File: src/rtl/ann_job_arbiter.sv
// ann_job_arbiter
// Shares one ANN classifier core among NUM_REQ feature-buffer requesters.
// A round-robin pointer selects the next owner. The owner gets a registered
// one-hot grant and the core gets a one-cycle run pulse. Feature data, output
// memory writes and the pass/fail result are steered between the owner and
// the core. A watchdog forces a release if the core never finishes.
module ann_job_arbiter #(
  parameter int NUM_REQ     = 4,
  parameter int DATA_W      = 32,
  parameter int ADDR_W      = 7,
  parameter int TIMEOUT_CYC = 1023
) (
  input  logic                      iClk,
  input  logic                      iReset,
  input  logic [NUM_REQ-1:0]        iReq,
  input  logic [NUM_REQ*DATA_W-1:0] iFeature_bus,
  output logic [NUM_REQ-1:0]        oGrant,
  output logic [NUM_REQ-1:0]        oDone,
  output logic                      oPass,
  output logic                      oTimeout,
  output logic [ADDR_W-1:0]         oAddr_FBR_req,
  output logic [NUM_REQ-1:0]        oWrreq_OM_req,
  output logic [DATA_W-1:0]         oData_out,
  output logic                      oRun_ANN,
  output logic [DATA_W-1:0]         oFeature,
  input  logic [ADDR_W-1:0]         iAddr_FBR,
  input  logic                      iWrreq_OM,
  input  logic [DATA_W-1:0]         iData_out,
  input  logic                      iFinish_Stage,
  input  logic                      iPass
);

  localparam int IDX_W = $clog2(NUM_REQ);
  localparam int WD_W  = $clog2(TIMEOUT_CYC + 1);

  typedef enum logic [1:0] {
    IDLE    = 2'd0,
    LAUNCH  = 2'd1,
    BUSY    = 2'd2,
    RELEASE = 2'd3
  } state_t;

  state_t             state_reg,  state_next;
  logic [NUM_REQ-1:0] grant_reg,  grant_next;
  logic [IDX_W-1:0]   owner_reg,  owner_next;
  logic [IDX_W-1:0]   ptr_reg,    ptr_next;
  logic [WD_W-1:0]    wd_reg,     wd_next;
  logic               result_reg, result_next;
  logic               flag_reg,   flag_next;
  logic               run_reg,    run_next;
  logic [NUM_REQ-1:0] done_reg,   done_next;

  logic               sel_found;
  logic [IDX_W-1:0]   sel_idx;

  // Cyclic index addition that also works when NUM_REQ is not a power of two.
  function automatic logic [IDX_W-1:0] wrap_add(input logic [IDX_W-1:0] base,
                                                input int offs);
    int s;
    s = int'(base) + offs;
    if (s >= NUM_REQ) s = s - NUM_REQ;
    return IDX_W'(s);
  endfunction

  // Round-robin pick: first requester at or after ptr, wrapping around.
  always_comb begin
    sel_found = 1'b0;
    sel_idx   = '0;
    for (int i = 0; i < NUM_REQ; i++) begin
      if (!sel_found && iReq[wrap_add(ptr_reg, i)]) begin
        sel_found = 1'b1;
        sel_idx   = wrap_add(ptr_reg, i);
      end
    end
  end

  // State and registered outputs; reset aborts any job without a done pulse.
  always_ff @(posedge iClk or posedge iReset) begin
    if (iReset) begin
      state_reg  <= IDLE;
      grant_reg  <= '0;
      owner_reg  <= '0;
      ptr_reg    <= '0;
      wd_reg     <= '0;
      result_reg <= 1'b0;
      flag_reg   <= 1'b0;
      run_reg    <= 1'b0;
      done_reg   <= '0;
    end else begin
      state_reg  <= state_next;
      grant_reg  <= grant_next;
      owner_reg  <= owner_next;
      ptr_reg    <= ptr_next;
      wd_reg     <= wd_next;
      result_reg <= result_next;
      flag_reg   <= flag_next;
      run_reg    <= run_next;
      done_reg   <= done_next;
    end
  end

  // Next-state logic; pulses (run, done) default low so they last one cycle.
  always_comb begin
    state_next  = state_reg;
    grant_next  = grant_reg;
    owner_next  = owner_reg;
    ptr_next    = ptr_reg;
    wd_next     = wd_reg;
    result_next = result_reg;
    flag_next   = flag_reg;
    run_next    = 1'b0;
    done_next   = '0;
    case (state_reg)
      IDLE: begin
        if (sel_found) begin
          grant_next = NUM_REQ'(1) << sel_idx;
          owner_next = sel_idx;
          run_next   = 1'b1;
          state_next = LAUNCH;
        end
      end
      LAUNCH: begin
        wd_next     = '0;
        result_next = 1'b0;
        flag_next   = 1'b0;
        state_next  = BUSY;
      end
      BUSY: begin
        wd_next = wd_reg + WD_W'(1);
        // A finish on the expiry cycle takes precedence over the watchdog.
        if (iFinish_Stage) begin
          result_next = iPass;
          flag_next   = 1'b0;
          done_next   = grant_reg;
          state_next  = RELEASE;
        end else if (wd_reg == WD_W'(TIMEOUT_CYC - 1)) begin
          result_next = 1'b0;
          flag_next   = 1'b1;
          done_next   = grant_reg;
          state_next  = RELEASE;
        end
      end
      RELEASE: begin
        grant_next = '0;
        ptr_next   = wrap_add(owner_reg, 1);
        state_next = IDLE;
      end
      default: begin
        state_next = IDLE;
      end
    endcase
  end

  // Per-requester feature slices, masked by the registered grant.
  logic [DATA_W-1:0] feat_masked [NUM_REQ];

  generate
    for (genvar gi = 0; gi < NUM_REQ; gi++) begin : g_feat
      assign feat_masked[gi] = grant_reg[gi] ? iFeature_bus[gi*DATA_W +: DATA_W]
                                             : '0;
    end
  endgenerate

  // OR-reduce the masked slices; yields 0 when nobody holds the grant.
  always_comb begin
    oFeature = '0;
    for (int i = 0; i < NUM_REQ; i++) begin
      oFeature = oFeature | feat_masked[i];
    end
  end

  assign oGrant        = grant_reg;
  assign oDone         = done_reg;
  assign oRun_ANN      = run_reg;
  assign oPass         = result_reg & (|done_reg);
  assign oTimeout      = flag_reg & (|done_reg);
  assign oAddr_FBR_req = iAddr_FBR;
  assign oData_out     = iData_out;
  // Core writes outside BUSY have no rightful owner and are dropped.
  assign oWrreq_OM_req = (state_reg == BUSY && iWrreq_OM) ? grant_reg : '0;

endmodule

File: config.mk
export PLATFORM = sky130hd
export DESIGN_NAME = ann_job_arbiter
export DESIGN_NICKNAME = d
export VERILOG_FILES = /design/src/rtl/ann_job_arbiter.sv
export SDC_FILE = /design/constraint.sdc
export NUM_CORES = 1
export LEC_CHECK = 0
export BUFFER_PORTS_ARGS = -buffer_cell sky130_fd_sc_hd__buf_2
export CAP_MARGIN = 40
export CORE_AREA = 4 4 100 102
export DETAILED_ROUTE_END_ITERATION = 8
export DIE_AREA = 0 0 104 106
export PLACE_DENSITY = 0.67
export REMOVE_ABC_BUFFERS = 1
export SYNTH_ARGS = -nofsm -noshare
export SYNTH_HDL_FRONTEND = slang
export SYNTH_SLANG_ARGS = --single-unit
File: constraint.sdc
create_clock -name iClk -period 1.6 [get_ports iClk]
set_clock_uncertainty 0.15 [all_clocks]
set_input_delay 0.16 -clock iClk [delete_from_list [all_inputs] [get_ports iClk]]
set_output_delay 0.16 -clock iClk [all_outputs]
set_load 0.01 [all_outputs]
==> flow_metrics.env <==
export IMPL_arrival_ns=1.72
export IMPL_syn_cell_area_um2=2402
export IMPL_syn2layout_area_growth_pct=64.48
export IMPL_rows=35
export IMPL_cpLargestDelayFamily="simple AND/OR/NAND/NOR gates"
export IMPL_worstPathMaxFanout=5
export IMPL_grt_pass1_wl_um=15730
export IMPL_crit_slowest_cell="or4_1"
export IMPL_pwr_share_clk_pct=6.6
export IMPL_crit_required_ns=1.66
export IMPL_grt_usage_pct=17.79
export IMPL_violations="setup timing"
export IMPL_ant_nets=0
export IMPL_seq_area_frac_synth_pct=28.13
export IMPL_net_switching_power_uw=2603
export IMPL_core_um2=9109
export IMPL_num_vias=3010
export IMPL_grt_max_degree=36
export IMPL_yosysWarningCount=0
export IMPL_grt_pass1_vias=2815
export IMPL_critPathKind="flop to flop"
export IMPL_via_per_inst=5.119
export IMPL_finalHoldViolations=0
export IMPL_ioPinCount=262
export IMPL_final_nets=660
export IMPL_setup_viol_count_final=14
export IMPL_rsz0062_at_grt="yes"
export IMPL_crit_chain="inv_2 > ha_4 > nand2_1 > or4_1 > nand3_1"
export IMPL_worstHoldPathType="input pin to flop"
export IMPL_seqPwrFrac_pct=17.3
export IMPL_cts_tree="yes"
export IMPL_place_gp_congestion=0.8438
export IMPL_routed_wl_um=11240
export IMPL_utilization_pct=43.38
export IMPL_design_area_um2=3951
export IMPL_die_h_um=106
export IMPL_dp_slack_ns=-0.07547
export IMPL_p_per_area_nw_per_um2=1462
export IMPL_place_area_um2=3377
export IMPL_swShare_pct=45.07
export IMPL_status="finished, violations left"
export IMPL_firstDrtPassIters=4
export IMPL_grt_remaining_overflow=0
export IMPL_drv_cap=0
export IMPL_numCtsBuffers=3
export IMPL_worst_slack_ns=-0.06457
export IMPL_antenna_found_initial=0
export IMPL_clock_latency_ns=0.27
export IMPL_port_buffers=183
export IMPL_p_leak_uw=0.002042
export IMPL_finalCritPeriodShare_pct=104.0
export IMPL_cts_max_level=1
export IMPL_worst_slew_pin_slew_ns=0.5362
export IMPL_layout_drive_gt1_share_pct=63.73
export IMPL_synth_top_area_share_pct=28.13
export IMPL_relSlewSlack_pct=64.14
export IMPL_drc_errors=0
export IMPL_synth_area_per_cell_um2=8.089
export IMPL_fillers=865
export IMPL_internal_power_uw=3173
export IMPL_clock_sinks=27
export IMPL_antenna_cells=0
export IMPL_die_x_um=104
export IMPL_start_util_pct=26.37
export IMPL_max_stage_delay_ns=0.49
export IMPL_yosysTopAreaCell="dfrtp_1"
export IMPL_crit_buf_inv=1
export IMPL_fmax_mhz=600.8
export IMPL_synthTopCellsByArea="dfrtp_1 (28%), a22oi_1 (20%), buf_4 (12%)"
export IMPL_largest_reg_flops=10
export IMPL_cts_root_buf="clkbuf_8"
export IMPL_startpoint_type="flop"
export IMPL_comb_power_share_pct=76.1
export IMPL_wl_per_cell_um=19.11
export IMPL_drt_iter0_drc=233
export IMPL_peakVddDrop_mv=0.5038
export IMPL_clkTransAtPathRegs_ns=0.09
export IMPL_syn_inst=297
export IMPL_cts_path_max_buffers=2
export IMPL_finalMaxSlewViolations=0
export IMPL_end_kind="flop"
export IMPL_hpwl_um=8651
export IMPL_die_area_um2=11020
export IMPL_netlist_cell_type_count=44
export IMPL_ys_seq_elements=27
export IMPL_layout_min_cycle_time_ns=1.665
-- placed cells by master, fill, tap and decap left out, types with 3 or more instances in the layout --
| master | Yosys | final |
|---|---|---|
| a21oi_1 | 10 | 8 |
| a22oi_1 | 64 | 29 |
| a22oi_2 | 0 | 35 |
| and2_1 | 4 | 4 |
| and3_1 | 5 | 3 |
| buf_12 | 0 | 3 |
| buf_2 | 0 | 181 |
| buf_4 | 39 | 37 |
| buf_6 | 0 | 7 |
| clkbuf_8 | 0 | 3 |
| dfrtp_1 | 27 | 24 |
| dfrtp_2 | 0 | 3 |
| ha_4 | 0 | 4 |
| inv_1 | 12 | 10 |
| nand2_1 | 42 | 41 |
| nand2b_1 | 5 | 4 |
| nand3_1 | 7 | 5 |
| nor2_1 | 6 | 6 |
| nor2b_1 | 5 | 4 |
| nor3_2 | 0 | 3 |
| nor4_2 | 1 | 3 |
| o21ai_0 | 8 | 8 |
| o31ai_1 | 3 | 3 |
| xnor2_1 | 3 | 3 |
-- power by group through the flow --
stage / logic, uW / registers [uW] / clock network (uW)
finish: 4400 / 998 / 380
global route: 4770 / 1020 / 428
CTS: 3940 / 971 / 399
detailed placement: 3620 / 974 / 0
global placement: 3550 / 971 / 0
floorplan: 1620 / 1220 / 0
-- cells by family (layout without fill, tap and decap cells) --
| logic type | Yosys count | count (layout) | share of synthesized area [%] |
|---|---|---|---|
| flip-flops | 27 | 27 | 28.13 |
| adder cells (fa/ha/maj) | 6 | 6 | 3.125 |
| buffers and inverters | 69 | 249 | 16.88 |
| multiplexers | 1 | 1 | 0.6248 |
| AND/OR/NAND/NOR | 89 | 89 | 18.91 |
| XOR/XNOR | 3 | 3 | 1.094 |
| AO/OA/AOI/OAI | 102 | 102 | 31.25 |
-- cell type report --
class                   count  area (um^2)  area share (%)
flip-flops and latches     27        679.4           17.19
repair buffers            233         1398           35.37
inverters                  12        45.04           1.140
well taps                 111        138.9           3.515
clock buffers               3        41.29           1.045
clock inverters             1        5.005          0.1267
multi-input cells         201         1644           41.61
-- worst reg2reg max path, cell delays in order (launching register included) --
cell	delay, ns
dfrtp_1	0.38
inv_2	0.09
ha_4	0.31
nand2_1	0.10
or4_1	0.49
nand3_1	0.09
-- cell usage after synthesis, drive strengths merged --
cell / instances
a21oi: 10
nand2b: 6
o31ai: 3
or4: 1
and3: 5
a211o: 1
o32ai: 1
o311ai: 1
o21bai: 1
nor2b: 5
mux2: 1
clkbuf: 16
o21ai: 9
nor3b: 1
o41ai: 2
nand2: 42
o21a: 1
nor2: 6
a21o: 2
o22ai: 2
nand3: 8
o32a: 1
xnor2: 3
nor4: 3
inv: 12
and2: 5
a211oi: 1
o211ai: 2
dfrtp: 27
buf: 41
a22oi: 64
o2bb2ai: 1
or3: 1
ha: 6
nor3: 4
nand4: 2
-- per-layer routing --
| metal | vias to the layer above | wire [um] | GRT usage [%] |
|---|---|---|---|
| met5 | - | 35 | 5.238 |
| met4 | 2 | 42 | 2.469 |
| met3 | 4 | 1322 | 9.654 |
| met2 | 169 | 5235 | 27.58 |
| met1 | 1427 | 4601 | 21.92 |
| li1 | 1408 | - | - |
-- stage by stage --
step	hold slack [ns]	cells	power, uW	TNS, ns
floorplan	0.06272	240	2846	-0.8765
global placement	0.08708	568	4516	-0.04786
detailed placement	0.09432	568	4590	-0.2261
CTS	0.007951	581	5305	-0.3925
global route	0.01255	588	6217	-2.508
finish	0.01384	588	5776	-0.4185
-- what timing repair did --
action                                  4_1_cts  5_1_grt
endpoints found under the hold margin        28        0
gates resized for setup                      27       56
pin swaps                                     1        8
setup buffers                                 7        6
hold buffers                                  2        0
cloned                                        0        1
endpoints found under the setup margin       38       54
-- path summary, 6_finish.rpt --
kind	slack (ns)	cells after the start	from	to
worst max-delay path	-0.06	5	state_reg[0]	wd_reg[8]
worst min-delay path	0.01	3	iFinish_Stage	result_reg
worst max register to register	-0.06	5	state_reg[0]	wd_reg[8]
worst min register to register	0.35	1	owner_reg[0]	ptr_reg[0]
max in group asynchronous	0.68	4	iReset	oGrant[1]
min in group asynchronous	0.34	4	iReset	wd_reg[4]
Power figures use the tool's default switching activity.
